**src/rtl/lif_neuron_core.sv**
```systemverilog
// rtl/lif_neuron_core.sv - leaky integrate-and-fire neuron with refractory period
module lif_neuron_core (
  input  logic       clk,
  input  logic       rst_n,
  input  logic [2:0] i_wspike,
  input  logic       i_svalid,
  input  logic [3:0] i_State,
  input  logic       i_recc,
  input  logic [5:0] i_Thres,
  input  logic       i_Thres_valid,
  output logic [5:0] o_V,
  output logic       o_spike
);

  typedef enum logic {
    INTEG  = 1'b0,
    REFRAC = 1'b1
  } state_t;

  state_t      r_state;
  state_t      w_state_nxt;
  logic  [5:0] r_v;
  logic  [5:0] w_v_nxt;
  logic        r_spike;
  logic        w_spike_nxt;
  logic  [1:0] r_cnt;
  logic  [1:0] w_cnt_nxt;

  logic  [5:0] r_thr;
  logic  [1:0] r_leak;
  logic  [1:0] r_rfr;
  logic        r_mode;

  logic  [2:0] w_add;
  logic signed [7:0] w_sum;
  logic  [5:0] w_sat;
  logic        w_fire;
  logic  [5:0] w_residue;

  // Configuration registers; a zero threshold is promoted to 1 so an idle
  // neuron at V=0 can never fire on its own.
  always_ff @(posedge clk) begin
    if (!rst_n) begin
      r_thr  <= 6'd32;
      r_leak <= 2'd1;
      r_rfr  <= 2'd0;
      r_mode <= 1'b0;
    end else if (i_Thres_valid) begin
      r_thr  <= (i_Thres == 6'd0) ? 6'd1 : i_Thres;
      r_leak <= i_State[1:0];
      r_rfr  <= i_State[3:2];
      r_mode <= i_recc;
    end
  end

  // Integration datapath: signed sum so leak below zero is visible, then clamp to 0..63.
  always_comb begin
    w_add     = i_svalid ? i_wspike : 3'd0;
    w_sum     = $signed({2'b00, r_v}) + $signed({5'b00000, w_add})
              - $signed({6'b000000, r_leak});
    if (w_sum < 8'sd0) begin
      w_sat = 6'd0;
    end else if (w_sum > 8'sd63) begin
      w_sat = 6'd63;
    end else begin
      w_sat = w_sum[5:0];
    end
    w_fire    = (w_sat >= r_thr);
    w_residue = w_sat - r_thr;
  end

  // Next-state and next-output logic for the INTEG/REFRAC controller.
  always_comb begin
    w_state_nxt = r_state;
    w_v_nxt     = r_v;
    w_spike_nxt = 1'b0;
    w_cnt_nxt   = r_cnt;
    case (r_state)
      INTEG: begin
        if (w_fire) begin
          w_spike_nxt = 1'b1;
          w_v_nxt     = r_mode ? w_residue : 6'd0;
          if (r_rfr != 2'd0) begin
            w_state_nxt = REFRAC;
            w_cnt_nxt   = r_rfr;
          end else begin
            w_cnt_nxt   = 2'd0;
          end
        end else begin
          w_v_nxt = w_sat;
        end
      end
      REFRAC: begin
        // Inputs are dropped and V held; leave once the last dropped cycle is counted.
        if (r_cnt <= 2'd1) begin
          w_state_nxt = INTEG;
          w_cnt_nxt   = 2'd0;
        end else begin
          w_cnt_nxt   = r_cnt - 2'd1;
        end
      end
      default: begin
        w_state_nxt = INTEG;
        w_cnt_nxt   = 2'd0;
      end
    endcase
  end

  // State, membrane potential and spike registers.
  always_ff @(posedge clk) begin
    if (!rst_n) begin
      r_state <= INTEG;
      r_v     <= 6'd0;
      r_spike <= 1'b0;
      r_cnt   <= 2'd0;
    end else begin
      r_state <= w_state_nxt;
      r_v     <= w_v_nxt;
      r_spike <= w_spike_nxt;
      r_cnt   <= w_cnt_nxt;
    end
  end

  assign o_V     = r_v;
  assign o_spike = r_spike;

endmodule

```
**config.mk**
```make
export PLATFORM = sky130hd
export DESIGN_NAME = lif_neuron_core
export DESIGN_NICKNAME = d
export VERILOG_FILES = /design/src/rtl/lif_neuron_core.sv
export SDC_FILE = /design/constraint.sdc
export NUM_CORES = 1
export LEC_CHECK = 0
export CAP_MARGIN = 30
export CORE_MARGIN = 2
export CORE_UTILIZATION = 25
export DETAILED_ROUTE_END_ITERATION = 7
export PLACE_DENSITY = 0.54
export SLEW_MARGIN = 0
export SYNTH_ARGS = -nofsm -noshare
export SYNTH_HDL_FRONTEND = slang
export SYNTH_SLANG_ARGS = --single-unit
export TNS_END_PERCENT = 100
```
**constraint.sdc**
```tcl
create_clock -name clk -period 9.6 [get_ports clk]
set_clock_uncertainty 0.1 [all_clocks]
set_input_delay 0.96 -clock clk [delete_from_list [all_inputs] [get_ports clk]]
set_output_delay 0.96 -clock clk [all_outputs]
set_load 0.01 [all_outputs]
```
* Word level (Yosys, flattened, before mapping)
Index checks and enable logic that the tools add are counted.
** Storage, ports and cells
- Register bits :: 21
- Word-level logic and storage cells :: 37
** Operators by class
- Reduce and logical (&&, ||, !) cells :: 3
- Order comparisons :: 4
- Eq/ne operators :: 1
- Bitwise gates (word level) :: 2
- $add $sub $neg :: 4
- Muxes and demuxes :: 15
** Operators with widths (count)
- 6-bit two-way mux :: 5
- 8-bit by 7-bit greater-than comparator with 1-bit output, second input constant :: 1
- 8-bit by 1-bit less-than comparator with 1-bit output, second input constant :: 1
- 7-bit by 2-bit subtractor with 8-bit output :: 1
- 6-bit by 3-bit adder with 7-bit output :: 1
- 6-bit >= comparator :: 1
- 6-bit logical NOT :: 1
- 2-bit two-way mux :: 3
- 6-bit subtractor :: 1
- 1-bit two-way mux :: 4
- 2-bit case mux with 2 select lines :: 1
- 3-bit two-way mux :: 1
- 2-bit by 1-bit <= comparator with 1-bit output, second input constant :: 1
- 2-bit != test, second input constant :: 1
- 1-bit NOT :: 2
- 1-bit case mux with 2 select lines :: 1
- 2-bit nonzero test :: 1
- 2-bit OR reduction :: 1
- 2-bit by 1-bit subtractor with 2-bit output, second input constant :: 1

* Longest topological paths before layout
Gate-level depths: netlist (run 1).
- Word-level depth :: 9
- Depth in mapped cells :: 20
- Mapped depth without buffers :: 19

* Worst setup path after synthesis (run 1)
Ideal clock, no wire load.
- Kind :: input -> register
- Start :: in i_wspike[1]
- End :: reg r_v[2] (netlist: o_V[2])
- Setup slack :: 4.826 ns
- Required time :: 9.421 ns
- Data arrival time :: 4.595 ns
- Stages on the path :: 18
- Cell sequence :: nand2_1 > fa_1 > inv_1 > ha_1 > a21oi_1 > nand4b_1 > nand2_1 > a21boi_2 > o21bai_1 > ha_1 > inv_1 > fa_1 > a211o_1 > o211ai_2 > a31oi_4 > or3_4 > or2_4 > o221ai_2
** On the way
- Cells in the longest elaborated chain, start to end :: 9
** Ends and longest elaborated chain
- from (decl) :: RTL line 5 : input logic [2:0] i_wspike,
- 3-bit two-way mux (*) :: RTL line 58 : w_add = i_svalid ? i_wspike : 3'd0;
- 6-bit by 3-bit adder with 7-bit output (*) :: RTL line 59 : w_sum = $signed({2'b00, r_v}) + $signed({5'b00000, w_add})
- 7-bit by 2-bit subtractor with 8-bit output (*) :: RTL line 60 : - $signed({6'b000000, r_leak});
- 8-bit by 7-bit greater-than comparator with 1-bit output :: RTL line 63 : end else if (w_sum > 8'sd63) begin
- 6-bit two-way mux :: RTL line 63
- 6-bit two-way mux (*) :: RTL line 61 : if (w_sum < 8'sd0) begin
- 6-bit subtractor :: RTL line 69 : w_residue = w_sat - r_thr;
- 6-bit two-way mux :: RTL line 82 : w_v_nxt = r_mode ? w_residue : 6'd0;
- 6-bit two-way mux (*) :: RTL line 80 : if (w_fire) begin
- to (signal assigned) :: RTL line 118 : r_v <= w_v_nxt;
- to (decl) :: RTL line 22 : logic [5:0] r_v;
Mark *: on every way between the ends. The rest lies on a longest branch, timed or not.
A chain may end at the register's enable or synchronous reset.

* Final worst setup path (run 1)
- Start :: in i_svalid
- End :: reg r_v[2] (netlist: o_V[2])
** On the way
- Cells in the longest elaborated chain, start to end :: 9
** Ends and longest elaborated chain
- from (decl) :: RTL line 6 : input logic i_svalid,
- 3-bit two-way mux (*) :: RTL line 58
- 6-bit by 3-bit adder with 7-bit output (*) :: RTL line 59
- 7-bit by 2-bit subtractor with 8-bit output (*) :: RTL line 60
- 8-bit by 7-bit greater-than comparator with 1-bit output :: RTL line 63
- 6-bit two-way mux :: RTL line 63
- 6-bit two-way mux (*) :: RTL line 61
- 6-bit subtractor :: RTL line 69
- 6-bit two-way mux :: RTL line 82
- 6-bit two-way mux (*) :: RTL line 80
Marks and branches as above.

==> out/qor.txt, run 1 <==
Depth of the most critical reg-to-reg path -> 18
Sw frac -> 46.75%
Critical path endpoint category -> register
Arrival time of data at the critical path endpoint -> 5.58 ns
Max Clk Rate -> 0.1821 GHz
Met1 routing resource usage after global routing -> 13.76%
Number of ports placed on the die boundary -> 25
Total congestion overflow after global routing -> 0
Buffers inserted during post-CTS setup optimization -> 0
FFs w/ async S/R, synth -> 0%
Simple-gate share of the synthesized area -> 18.79%
Maximum number of pins on one net before global-route repair -> 14
Number of antenna cells inserted -> 0
Worst-case clock buffer depth -> 2
Last weighted congestion value of the routability-driven placer -> 0.8607
GRT busiest layer -> met2
Xor/xnor share of the synthesized area -> 1.672%
Area of all sequential standard cells -> 420.4 sq um
Critical-path maximum fanout -> 9
Clock slew seen by the registers of the worst setup and hold paths -> 0.08 ns
Total leakage power -> 0.8029 nW
Data required time of the worst path -> 9.69 ns
Final count of negative-setup-slack endpoints -> 0
Max Cap Viol -> 0
Overall die width -> 83.29 um
Clock sink total -> 21
Number of enable flip-flop cells after synthesis -> 0
Dominant combinational cell family by area after synthesis -> compound AO/OA/AOI/OAI gates
Power spent charging and discharging nets -> 0.2965 mW
Count of synthesis-stage warnings from yosys -> 0
H-tree Lvls -> 1
Layout cell share with drive strength beyond 1 -> 5.164%
Fraction of power consumed by the clock network -> 9.2%
Via density per instance -> 4.705
Register bit total from synthesis -> 21
Violation count after the first detailed-routing iteration -> 54
Area of the core -> 5991 sq um
Top cells by area in the synthesized netlist -> dfxtp_1 27%, ha_1 13%, mux2i_1 7.0%
Mean cell area of the mapped netlist -> 8.271 sq um
Synthesized-area fraction occupied by ao, oa, aoi and oai cells -> 21.74%
Count of buffers inserted at the top-level ports -> 24
Crit path time final -> 5.491 ns
Cell depth of the worst min-delay path -> 1
Final cycle utilization of the critical path -> 57.20%
Placed wire-length estimate after detailed placement -> 2888 um
Total number of vias -> 1355
Residual antenna-violating net count after detailed routing -> 0
Cell accounting for the most synthesized area -> dfxtp_1
Total die area -> 6936 sq um
Worst min-delay path category -> reg -> reg
Max Slew Vio Count -> 0
Average wire length per cell after detail routing -> 12.21 um
Resized cells post-CTS -> 0
# rows -> 28
Most frequent standard cell in the layout excluding fill and tap cells -> clkdlybuf4s50_1
Starting density of the core -> 26.23%
Post-synthesis cell count -> 190
Post-synthesis mux area share -> 7.723%
Count of unique library cells instantiated by Yosys -> 45
Final design instance area without fill -> 1932 sq um
Number of nets in the synthesized netlist -> 227
Cell-internal power -> 0.3377 mW
Routed Wire Length -> 3517 um
Transition time of the tightest slew-check pin -> 0.6647 ns
Die Span Y -> 83.29 um
Class of the most critical setup path -> in -> reg
Area growth from synthesis to final layout -> 22.93%
Post-place instance area -> 1886 sq um
Tot GR Track Use -> 10.54%
Most used DFF post-synth -> dfxtp_1
Maximum vdd drop -> 0.1175 mV
Synthesized cell area -> 1572 sq um
Wire length of the first global-routing pass -> 6065 um
Footprint of the multi-input gates -> 1045 sq um
Total negative slack for setup checks -> 0 ns
Number of remaining DRC errors -> 0
Combinational cell fraction of total power -> 72.2%
Fraction of the mapped netlist area in adder cells -> 16.56%
Number of hold violations in the final report -> 0
Register area share after synthesis -> 26.75%
PwrDens -> 328.3 nW/um^2
Worst-skew pair later-pin latency -> 0.26 ns
Startpoint type of the worst setup path -> input pin
Count of filler cells inserted in the layout -> 640
TritonCTS clock tree -> done
DRT Pass-1 Iters -> 4
Global routing met2 resource utilization -> 16.57%
Number of global-route vias before repair -> 1311
Total clock buffers created by CTS -> 3
Highest-count cells in the layout ignoring fill and taps -> 24 x clkdlybuf4s50_1, 23 x inv_1, 23 x nor2_1, 21 x dfxtp_1, 19 x nand2_1
Cts-stage hold buffer count -> 0
Clock tree root buffer cell -> clkbuf_8
Status -> completed
Post-synth top area share -> 26.75%
Total number of nets in the final design -> 251
Max transition margin -> 55.55%
Register share of total power -> 18.6%
RSZ-0062 raised after global routing -> false
Met3 Usage GRT -> 2.783%
Antenna violations before repair -> 0
==> power groups by stage <==
stage / logic [mW] / registers, mW / clock network, mW
5_1_grt: 0.514 / 0.120 / 0.0643
4_1_cts: 0.461 / 0.118 / 0.0603
3_5_place_dp: 0.457 / 0.120 / 0
6_report: 0.458 / 0.118 / 0.0585
2_1_floorplan: 0.359 / 0.119 / 0
3_3_place_gp: 0.460 / 0.120 / 0
==> path summary, 6_finish.rpt <==
kind / start / endpoint / slack, ns
worst max-delay path: i_svalid / o_V[2] / 4.11
worst min-delay path: r_cnt[0] / r_cnt[0] / 0.37
worst max register to register: o_V[1] / o_V[2] / 4.87
worst min register to register: r_cnt[0] / r_cnt[0] / 0.37
==> synthesized netlist by cell type, types with 2 or more instances <==
master,instances
a211o_1,3
a211oi_1,2
a21o_1,3
a21oi_1,9
a22o_1,2
and2_1,2
and3_1,2
buf_1,2
clkbuf_1,2
dfxtp_1,21
fa_1,3
ha_1,16
inv_1,23
mux2i_1,11
nand2_1,19
nand2b_1,4
nand3_1,2
nand3b_1,2
nor2_1,23
nor2b_1,2
nor3_1,3
o211ai_1,3
o21ai_0,3
o21ai_1,4
o221ai_2,2
o311ai_1,2
xnor2_1,2
==> cell type report <==
type                       count  share of cell area [%]
timing repair buffer          24                   12.44
clock inverter                 1                  0.2591
inverter                      23                   4.469
tap                           75                   4.858
clock buffer                   3                   2.137
multi-input combinational    141                   54.08
sequential                    21                   21.76
==> critical path, cell delays in order <==
cell and delay, ns:
clkdlybuf4s50_1 0.49, nand2_1 0.08, fa_1 0.54, inv_1 0.06, ha_1 0.28, a21oi_1 0.19
nand4b_1 0.16, nand2_1 0.15, a21boi_2 0.39, o21bai_1 0.25, ha_1 0.25, inv_1 0.06
fa_1 0.42, a211o_1 0.29, o211ai_2 0.11, a31oi_4 0.14, or3_4 0.37, or2_4 0.26
o221ai_2 0.15
==> registers in the layout, summed over array words and instances (netlist names) <==
signal and cells:
r_thr 6, r_leak 2, r_mode 1, r_state 1
o_spike 1, r_rfr 2, r_cnt 2, o_V 6
==> cells by family after synthesis <==
kind of cell	Yosys count
muxes	12
AOI/OAI and AO/OA	44
and+or+nand+nor	63
DFF	21
buffers and inverters	28
xor gates and xnor gates	3
adders and majority gates	19
==> through the flow <==
stage / util [%] / cells / total power, mW / setup WS [ns] / hold slack [ns]
CTS: 32.25 / 288 / 0.6397 / 4.089 / 0.3764
detailed placement: 31.47 / 284 / 0.5772 / 3.858 / 0.3575
global route: 32.25 / 288 / 0.6983 / 3.798 / 0.3914
floorplan: - / 190 / 0.4780 / 4.826 / 0.3234
finish: 32.25 / 288 / 0.6342 / 4.109 / 0.3654
global placement: 31.47 / 284 / 0.5806 / 3.897 / 0.3503
==> routing by layer <==
| metal | wire length, um | vias to the layer above |
|---|---|---|
| li1 | - | 714 |
| met1 | 1752 | 600 |
| met2 | 1529 | 33 |
| met3 | 159 | 8 |
| met4 | 76 | 0 |
| met5 | 0 | - |
Note: power is estimated with default switching activity, not from simulation.
==> run 2, diff against run 1 <==
--- a/config.mk
+++ b/config.mk
@@ -9,7 +9,7 @@
 export CORE_MARGIN = 2
 export CORE_UTILIZATION = 25
 export DETAILED_ROUTE_END_ITERATION = 7
-export PLACE_DENSITY = 0.54
+export PLACE_DENSITY = 0.56
 export SLEW_MARGIN = 0
 export SYNTH_ARGS = -nofsm -noshare
 export SYNTH_HDL_FRONTEND = slang
==> constraint.sdc (replaced) <==
create_clock -name clk -period 4.57 [get_ports clk]
set_clock_uncertainty 0.1 [all_clocks]
set_input_delay 0.457 -clock clk [delete_from_list [all_inputs] [get_ports clk]]
set_output_delay 0.457 -clock clk [all_outputs]
set_load 0.01 [all_outputs]
==> out/qor.txt, run 2 (synthesis gave the netlist of run 1 again) <==
Max Clk Rate -> 0.2286 GHz
Via density per instance -> 4.578
Count of buffers inserted at the top-level ports -> 24
Violation count after the first detailed-routing iteration -> 53
Total die area -> 6936 sq um
Final cycle utilization of the critical path -> 95.74%
Critical path endpoint category -> register
Buffer and inverter count on the worst path -> 1
Transition time of the tightest slew-check pin -> 0.6768 ns
Maximum vdd drop -> 0.3956 mV
Maximum number of pins on one net before global-route repair -> 14
Total leakage power -> 0.9463 nW
Average wire length per cell after detail routing -> 12.14 um
Clock slew seen by the registers of the worst setup and hold paths -> 0.08 ns
Last weighted congestion value of the routability-driven placer -> 0.8020
Tot GR Track Use -> 10.99%
Total congestion overflow after global routing -> 0
Worst reg2reg path startpoint -> o_V[1]
Critical path, cell by cell -> clkdlybuf4s50_1, nand2_2, fa_2, fa_2, nand2b_4, a21o_1, a211oi_4, a21oi_1, nor2_1, ha_1, a211o_1, o211ai_2, a31oi_4, or3_4, or2_4, o221ai_2
Max transition margin -> 54.74%
Clock tree root buffer cell -> clkbuf_8
Total clock buffers created by CTS -> 3
Post-place instance area -> 2058 sq um
Critical-path maximum fanout -> 4
Routed Wire Length -> 3801 um
Residual antenna-violating net count after detailed routing -> 0
Startpoint type of the worst setup path -> input pin
Hold path endpoint -> r_cnt[0]
CP Launch Point -> i_wspike[1]
TritonCTS clock tree -> done
Register-to-register setup slack -> 0.53 ns
Starting density of the core -> 26.23%
Class of the most critical setup path -> in -> reg
Highest-count cells in the layout ignoring fill and taps -> 25 x buf_4, 23 x inv_1, 23 x clkdlybuf4s50_1, 21 x nor2_1, 21 x dfxtp_1
Placed wire-length estimate after detailed placement -> 3083 um
Cell depth of the worst min-delay path -> 1
Data required time of the worst path -> 4.66 ns
Layout cell share with drive strength beyond 1 -> 21.43%
Max Cap Viol -> 0
Delay-heaviest family, CP -> compound AO/OA/AOI/OAI gates
Final design utilization -> 36.70%
Total number of vias -> 1433
Final design instance area without fill -> 2198 sq um
Depth of the most critical reg-to-reg path -> 15
Total number of nets in the final design -> 276
Number of global-route vias before repair -> 1375
DRT Pass-1 Iters -> 4
Die Span Y -> 83.29 um
H-tree Lvls -> 1
PwrDens -> 781.0 nW/um^2
# rows -> 28
Cell mode on critical path -> fa_2
Overall die width -> 83.29 um
Area growth from synthesis to final layout -> 39.89%
Max Slew Vio Count -> 0
Arrival time of data at the critical path endpoint -> 4.46 ns
Most frequent standard cell in the layout excluding fill and tap cells -> buf_4
Endpoint of the worst register-to-register path -> o_V[2]
Maximum cell stage delay along the critical path -> 0.49 ns
Antenna violations before repair -> 0
Worst-skew pair later-pin latency -> 0.26 ns
Wire length of the first global-routing pass -> 6292 um
Crit path time final -> 4.375 ns
Area of the core -> 5991 sq um
Worst-case clock buffer depth -> 2
Clock sink total -> 21
Worst min-delay path category -> reg -> reg
Number of hold violations in the final report -> 0
Startpoint of the most critical hold path -> r_cnt[0]
Critical-path top delay cell -> fa_2
Number of antenna cells inserted -> 0
Final count of negative-setup-slack endpoints -> 0
Number of ports placed on the die boundary -> 25
Number of remaining DRC errors -> 0
Status -> completed
run 2: cell types whose count changed in the layout (fill, tap and decap cells not counted), moves of 2 or more:
cell / delta
buf_4: +25
fa_1: -3
fa_2: +3
a211oi_1: -2
a211oi_4: +2
ha_1: -2
ha_2: +2
nand2_1: -2
nand2_2: +2
nor2_1: -2
nor2_2: +2
run 2: timing repair:
action	CTS	global route
hold buffers	0	0
setup buffers	0	2
pin swaps	2	8
setup endpoints to repair	9	9
endpoints found under the hold margin	0	0
resized for setup	7	13
run 2: how the worst max path moves through the flow:
stage               cells after the start  endpoint
floorplan                              18    o_V[5]
global placement                       16    o_V[2]
detailed placement                     16    o_V[2]
CTS                                    17    o_V[2]
global route                           19    o_V[5]
finish                                 16    o_V[2]
run 2: metal layers:
layer	global-route usage (%)	part of all wire, %	up-vias
li1	-	-	758
met4	3.130	1.1	0
met5	0	0	-
met3	2.783	3.3	4
met1	13.87	48	649
met2	18.48	47	22
run 2: where the power goes:
group	internal (mW)	switching, mW	total (mW)	leakage, nW
logic	0.701	0.648	1.35	0.748
registers	0.218	0.0293	0.247	0.173
clock network	0.0607	0.0599	0.121	0.0255
total	0.979	0.738	1.72	0.946
run 2: final cells by class:
class                      instances  area (sq um)
multi-input combinational        141          1121
sequential                        21         420.4
fill                             623          3792
timing repair buffer              49         430.4
inverter                          23         86.33
tap                               75         93.84
clock buffer                       3         41.29
clock inverter                     1         5.005
run 2: stage by stage:
stage	setup slack, ns	power [mW]	std cells	hold WS [ns]	setup TNS [ns]
finish	0.1949	1.717	313	0.3608	0
global route	-0.03031	1.884	313	0.4078	-0.05456
CTS	0.02598	1.652	311	0.3654	0
detailed placement	-0.4597	1.484	307	0.3487	-3.768
global placement	-0.4523	1.487	307	0.3453	-3.729
floorplan	0.2995	1.004	190	0.3234	0
